--- src/rtl/led_grid_framebuffer_pkg.sv ---
// rtl/led_grid_framebuffer_pkg.sv - shared constants and FSM encoding for the LED grid framebuffer
package led_grid_framebuffer_pkg;

    localparam int NUM_COLS_DEFAULT = 5;
    localparam int COL_BITS_DEFAULT = 8;

    // Write-port address map
    localparam logic [2:0] ADDR_COL1   = 3'd0;
    localparam logic [2:0] ADDR_COL2   = 3'd1;
    localparam logic [2:0] ADDR_COL3   = 3'd2;
    localparam logic [2:0] ADDR_COL4   = 3'd3;
    localparam logic [2:0] ADDR_COL5   = 3'd4;
    localparam logic [2:0] ADDR_CLEAR  = 3'd5;
    localparam logic [2:0] ADDR_BLANK  = 3'd6;
    localparam logic [2:0] ADDR_COMMIT = 3'd7;

    typedef enum logic {
        ST_IDLE    = 1'b0,
        ST_PENDING = 1'b1
    } state_t;

endpackage

--- src/rtl/led_grid_commit_fsm.sv ---
// rtl/led_grid_commit_fsm.sv - commit handshake: waits for frame_sync or timeout, then swaps
//
// Ports:
//   clock, reset      system clock, synchronous active-high reset
//   wr_en, wr_addr    processor write strobe and address (data not needed here)
//   frame_sync        scanner pulse marking column 1 active
//   busy              registered, high while a commit is pending
//   overflow          sticky, a write was dropped while pending
//   swap              one-cycle pulse; the parent copies back -> front on this edge
module led_grid_commit_fsm
    import led_grid_framebuffer_pkg::*;
#(
    parameter int SYNC_TIMEOUT = 255
) (
    input  logic       clock,
    input  logic       reset,
    input  logic       wr_en,
    input  logic [2:0] wr_addr,
    input  logic       frame_sync,
    output logic       busy,
    output logic       overflow,
    output logic       swap
);

    localparam logic [7:0] TIMEOUT_LIMIT = 8'(SYNC_TIMEOUT);

    state_t     state;
    logic [7:0] timeout_cnt;

    // Decoded from registered state so the swap lands on the PENDING->IDLE edge itself,
    // making grid_values change one cycle after the qualifying frame_sync cycle.
    assign swap = (state == ST_PENDING) && (frame_sync || (timeout_cnt == TIMEOUT_LIMIT));

    always_ff @(posedge clock) begin
        if (reset) begin
            state       <= ST_IDLE;
            timeout_cnt <= 8'd0;
            busy        <= 1'b0;
            overflow    <= 1'b0;
        end else begin
            case (state)
                ST_IDLE: begin
                    // frame_sync is ignored here, so commit+sync in one cycle waits for the next sync
                    if (wr_en && (wr_addr == ADDR_COMMIT)) begin
                        state       <= ST_PENDING;
                        busy        <= 1'b1;
                        timeout_cnt <= 8'd0;
                    end
                end
                ST_PENDING: begin
                    // Blank is always accepted; everything else is dropped, including a repeat commit
                    if (wr_en && (wr_addr != ADDR_BLANK)) begin
                        overflow <= 1'b1;
                    end
                    if (swap) begin
                        state <= ST_IDLE;
                        busy  <= 1'b0;
                    end else begin
                        timeout_cnt <= timeout_cnt + 8'd1;
                    end
                end
                default: begin
                    state <= ST_IDLE;
                    busy  <= 1'b0;
                end
            endcase
        end
    end

endmodule

--- src/rtl/led_grid_framebuffer.sv ---
// rtl/led_grid_framebuffer.sv - double-buffered framebuffer feeding the 5x8 LED column driver
//
// Ports:
//   clock, reset      system clock, synchronous active-high reset
//   wr_en/wr_addr/wr_data  processor write port (0..4 column, 5 clear, 6 blank, 7 commit)
//   frame_sync        scanner pulse when column 1 becomes active
//   grid_values       front buffer, [39:32] = column 1 ... [7:0] = column 5
//   grid_ready        front buffer valid
//   busy, overflow    commit pending / sticky dropped-write flag
//   frame_count       completed swaps, wraps mod 256
module led_grid_framebuffer
    import led_grid_framebuffer_pkg::*;
#(
    parameter int NUM_COLS     = NUM_COLS_DEFAULT,
    parameter int COL_BITS     = COL_BITS_DEFAULT,
    parameter int SYNC_TIMEOUT = 255
) (
    input  logic                         clock,
    input  logic                         reset,
    input  logic                         wr_en,
    input  logic [2:0]                   wr_addr,
    input  logic [COL_BITS-1:0]          wr_data,
    input  logic                         frame_sync,
    output logic [NUM_COLS*COL_BITS-1:0] grid_values,
    output logic                         grid_ready,
    output logic                         busy,
    output logic                         overflow,
    output logic [7:0]                   frame_count
);

    logic [NUM_COLS*COL_BITS-1:0] back_buf;
    logic                         swap;

    led_grid_commit_fsm #(
        .SYNC_TIMEOUT(SYNC_TIMEOUT)
    ) u_commit_fsm (
        .clock      (clock),
        .reset      (reset),
        .wr_en      (wr_en),
        .wr_addr    (wr_addr),
        .frame_sync (frame_sync),
        .busy       (busy),
        .overflow   (overflow),
        .swap       (swap)
    );

    always_ff @(posedge clock) begin
        if (reset) begin
            back_buf    <= '0;
            grid_values <= '0;
            grid_ready  <= 1'b0;
            frame_count <= 8'd0;
        end else begin
            // Back-buffer edits only while idle; busy mirrors the FSM state exactly
            if (wr_en && !busy) begin
                if (wr_addr <= ADDR_COL5) begin
                    // Column 1 sits in the most significant byte
                    back_buf[(NUM_COLS - 1 - int'(wr_addr)) * COL_BITS +: COL_BITS] <= wr_data;
                end else if (wr_addr == ADDR_CLEAR) begin
                    back_buf <= '0;
                end
            end
            if (wr_en && (wr_addr == ADDR_BLANK)) begin
                grid_ready <= 1'b0;
            end
            // Placed last so a swap re-raises grid_ready even if a blank lands in the same cycle
            if (swap) begin
                grid_values <= back_buf;
                grid_ready  <= 1'b1;
                frame_count <= frame_count + 8'd1;
            end
        end
    end

endmodule

--- config.mk ---
export PLATFORM = sky130hd
export DESIGN_NAME = led_grid_framebuffer
export DESIGN_NICKNAME = d
export VERILOG_FILES = /design/src/rtl/led_grid_framebuffer_pkg.sv /design/src/rtl/led_grid_commit_fsm.sv /design/src/rtl/led_grid_framebuffer.sv
export SDC_FILE = /design/constraint.sdc
export NUM_CORES = 1
export LEC_CHECK = 0
export CAP_MARGIN = 20
export CORE_UTILIZATION = 57
export DETAILED_ROUTE_END_ITERATION = 8
export PLACE_DENSITY = 0.9
export SYNTH_ARGS = -nofsm -noshare
export SYNTH_HDL_FRONTEND = slang
export SYNTH_SLANG_ARGS = --single-unit
--- constraint.sdc ---
create_clock -name clock -period 3.4 [get_ports clock]
set_clock_uncertainty 0.15 [all_clocks]
set_input_delay 0.51 -clock clock [delete_from_list [all_inputs] [get_ports clock]]
set_output_delay 0.51 -clock clock [all_outputs]
set_load 0.02 [all_outputs]
# After elaboration in Yosys (flattened, before gate mapping)
# Index checks and enable logic that the tools add are counted.
# totals
reg_bits,100
output_inout_bits,51
word_cells,51
# classes
addsub,4
order_cmp,1
n_eq_ne,8
n_shift,2
mux,14
bitwise,1
n_reduce_logical,13
# op_table
op,n
$mux W40,2
$bwmux W40,1
$shift A8 B33 Y40 const A,1
$shiftx A8 B33 Y40,1
$neg A7 Y33,1
$add A8 B1 Y8 const B,2
$mux W8,2
$pmux W8 S2,1
$eq A3 B3 Y1 const B,3
$eq A8 B8 Y1 const B,1
$reduce_and A2 Y1,4
$mux W1,6
$logic_and A1 B1 Y1,5
$ne A2 B2 Y1 const B,2
$pmux W1 S2,2
$reduce_bool A2 Y1,2
$sub A3 B3 Y4 const A,1
$le A3 B3 Y1 const B,1
$ne A3 B3 Y1 const B,1
$ne A2 B1 Y1 const B,1
$logic_not A1 Y1,1
$logic_or A1 B1 Y1,1
$not A1 Y1,1

# Logic depth before layout (Yosys ltp)
# depth
word_depth,5
mapped_depth,9

# By module
# Synthesis repeated with hierarchy kept, for this count alone.
# hier_totals
hier_cells,367
hier_area_um2,3854.9
# modules_own_cells
mod,instances,cells_each,area_each_um2,seq_area_each_um2
led_grid_framebuffer,1,309,3300.7,1781.7
led_grid_commit_fsm,1,58,554.3,220.2

# Worst setup path before layout
# OpenSTA, ideal clock, no wires.
# synth_path
path_type,input port to flip-flop
startpoint,input port wr_addr[0]
endpoint,register back_buf[32]
arrival_time_ps,2191
required_ps,3133
setup_slack_ps,943
cell_stages,8
path_buffers,0
cell_sequence,inv_1 -> ha_1 -> inv_1 -> ha_1 -> or4b_4 -> o31ai_2 -> a21oi_2 -> a22o_1
# synth_between
elab_chain_cells,5
word_cells_on_any_way,10
# synth_rtl
item,line,source
from (decl),led_grid_framebuffer.sv:21,"input logic [2:0] wr_addr,"
$sub A3 B3 Y4,led_grid_framebuffer.sv:58,back_buf[(NUM_COLS - 1 - int'(wr_addr)) * COL_BITS +: COL_BITS] <= wr_data;
$neg A7 Y33,led_grid_framebuffer.sv:58,
$shiftx A8 B33 Y40 / $shift A8 B33 Y40 (equally long branches),led_grid_framebuffer.sv:58,
$bwmux W40,led_grid_framebuffer.sv:58,
$mux W40,led_grid_framebuffer.sv:56,if (wr_addr <= ADDR_COL5) begin
"to (signal, indexed assignment)",led_grid_framebuffer.sv:58,
to (decl),led_grid_framebuffer.sv:31,logic [NUM_COLS*COL_BITS-1:0] back_buf;
# Parallel ways exist; a longest one is shown, timed or not.
# A chain may end at the register's enable or synchronous reset.

# Worst setup path in the final report
# layout_path
startpoint,input port wr_addr[0]
endpoint,register back_buf[37]
# The elaborated chain is that of the path after synthesis.

==> flow_metrics.py <==
metrics = {
    "run_status": {
        "status": "completed",
    },
    "clock_network": {
        "cts_resized": 0,
        "clock-sinks": 100,
        "clock_latency_ps": 370,
        "cts_setup_buffers": 0,
        "clk_path_buf_depth": 2,
        "clk_transition_reported_paths_ps": 90,
        "cts_hold_buf": 0,
        "htree_levels": 3,
        "root_buffer": "clkbuf_8",
        "cts_tree": "built",
        "cts_made_buffers": 9,
    },
    "logic_synthesis": {
        "synth_top_flop_cell": "dfxtp_1",
        "ys_ff_latch": 100,
        "synth.top_cell.area_share_pct": 50.5,
        "async_flop_share_pct": 0,
        "synth.top_cells.by_area": "dfxtp_1, nand2_1, a21oi_1, a22o_1, ha_1",
        "ys_types": 48,
        "yosysMostFrequentCell": "nand2_1",
        "synth.avg_cell_area_um2": 9.07,
        "synth_area_um2": 3960,
        "syn_nets": 460,
        "ys_seq_area_share_pct": 50.5,
        "yosysWarnings": 0,
        "synth_top_area_cell": "dfxtp_1",
        "yosys-top-cells-count": "nand2_1, dfxtp_1, a21oi_1, a22o_1, inv_1",
        "synth_edf_count": 0,
        "syn_inst": 437,
    },
    "place": {
        "hpwl_mm": 6.02,
        "finalWeightedCongestion": 0.874,
        "portBuffers": 65,
        "place_inst": 570,
    },
    "setup_path": {
        "cp-start-kind": "primary input",
        "path_delay_family": "compound AO/OA/AOI/OAI gates",
        "critPathArrivalTime_ps": 2870,
        "cp_max_fo": 8,
        "crit_path_max_incr_delay_ps": 590,
        "cp_cell_sequence": "clkdlybuf4s50_1 > inv_1 > ha_1 > inv_1 > ha_1 > or4b_4 > o31ai_2 > a21oi_2 > a22o_1",
        "timing.critical_path.buf_inv": 3,
        "path_class": "primary input to flop",
        "crit_required_ps": 3510,
        "end_kind": "flop",
        "slowest_stage": "or4b_4",
    },
    "sta": {
        "setup-tns-final_ps": 0,
        "rsz0062_at_grt": "no",
        "setup_violations": 0,
        "timing.fmax_mhz": 363,
        "tightest_slew_ps": 671,
        "hold_violations": 0,
        "period_share_pct": 81.1,
        "maxSlewHeadroom_pct": 55.3,
        "slew_violations": 0,
        "fin_crit_ps": 2760,
    },
    "detailed_routing": {
        "route.detailed.drc": 0,
        "wl_mm": 9.24,
        "wl_per_cell_um": 15.8,
        "postRouteAntennaNets": 0,
        "drtPass1Iterations": 4,
        "viasPerCell": 5.74,
        "drt_iter0_drc": 178,
        "vias": 3362,
    },
    "grt": {
        "antenna_found_initial": 0,
        "grt_pass1_wl_mm": 15.2,
        "grt_max_degree": 55,
        "grt.total_usage_pct": 26.7,
        "overflow": 0,
        "grt_pass1_vias": 3152,
    },
    "die": {
        "fp.dieW_um": 85.4,
        "start_util_pct": 58.7,
        "die_area_um2": 7290,
        "die_height_um": 85.4,
        "coreArea_um2": 6760,
        "pin_count": 66,
        "rows": 30,
    },
    "flow_run": {
        "drv_cap": 0,
    },
    "cells_and_area": {
        "fin_cells": 586,
        "finalNetCount": 524,
        "area_delta_synth_final_pct": 24.1,
        "antenna_cells": 0,
        "layout-drive-gt1-share_pct": 6.72,
    },
    "hold_path": {
        "hold_class": "flop to flop",
    },
    "power_and_ir_drop": {
        "powerDensity_nw_per_um2": 447,
        "ir_drop_v": 0.000246,
        "p_leak_nw": 1.68,
    },
}
[metal layers]
metal,GRT usage [%],share of wire [%]
met1,34.8,44
met2,43.5,49
met3,3.89,4.3
met4,13.3,2.7
met5,0,0
[cells in the final DEF (no fill, tap or decap), types with 6 or more instances in the layout]
master	instances
a21oi_1	56
nand2_1	101
dfxtp_1	100
inv_1	16
buf_4	8
mux2i_1	8
ha_1	8
clkdlybuf4s50_1	64
o21ai_0	7
nand2b_1	11
a22o_1	24
nor2_1	6
nand3_1	8
nor2b_1	9
clkbuf_8	9
o2bb2ai_1	8
[registers in the layout (all words and copies together) (netlist names)]
name / flops
grid_values: 40
u_commit_fsm.timeout_cnt: 8
u_commit_fsm.overflow: 1
back_buf: 40
u_commit_fsm.state: 1
u_commit_fsm.busy: 1
frame_count: 8
grid_ready: 1
[through the flow]
step	power (mW)	setup slack (ps)	util (%)	hold slack [ps]	instance area [µm²]
finish	2.20	641	72.8	307	4920
global route	2.26	541	72.8	325	4920
CTS	2.21	678	72.8	309	4920
detailed placement	1.33	286	69.3	296	4680
global placement	1.33	407	69.3	287	4680
floorplan	1.28	943	-	278	3960
[tightest hold or removal path: stages (launching register included)]
cell and delay, ps:
dfxtp_1 320, nand2_1 50, a21oi_1 50
[path summary, 6_finish.rpt]
kind	from	end	slack, ps	depth (start not counted)
worst max-delay path	wr_addr[0]	back_buf[37]$_SDFFE_PP0P_	640	9
worst min-delay path	grid_values[4]$_SDFFE_PP0P_	grid_values[4]$_SDFFE_PP0P_	310	2
worst max register to register	u_commit_fsm.timeout_cnt[0]$_SDFFE_PP0P_	frame_count[7]$_SDFFE_PP0P_	1040	6
worst min register to register	grid_values[4]$_SDFFE_PP0P_	grid_values[4]$_SDFFE_PP0P_	310	2
[logic make-up after synthesis]
kind of cell	share of synthesized area, %
AND/OR/NAND/NOR	21.4
AO/OA/AOI/OAI	18.7
flip-flops	50.5
buffers and inverters	3.91
multiplexers	2.02
adder cells (fa/ha/maj)	2.53
XOR/XNOR	0.884
[report_power, final]
| part | internal (mW) | switching (mW) | leakage [nW] |
|---|---|---|---|
| sequential | 1.17 | 0.00331 | 0.805 |
| clock | 0.490 | 0.400 | 0.117 |
| combinational | 0.0476 | 0.0839 | 0.760 |
[cell type report]
cell class                 count  area [µm²]
tap                           80         100
multi-input combinational    301        1810
clock buffer                  10         128
timing repair buffer          73         706
clock inverter                 6         111
fill                         488        1840
sequential                   100        2000
inverter                      16        60.1
(Power assumes the default switching activity.)
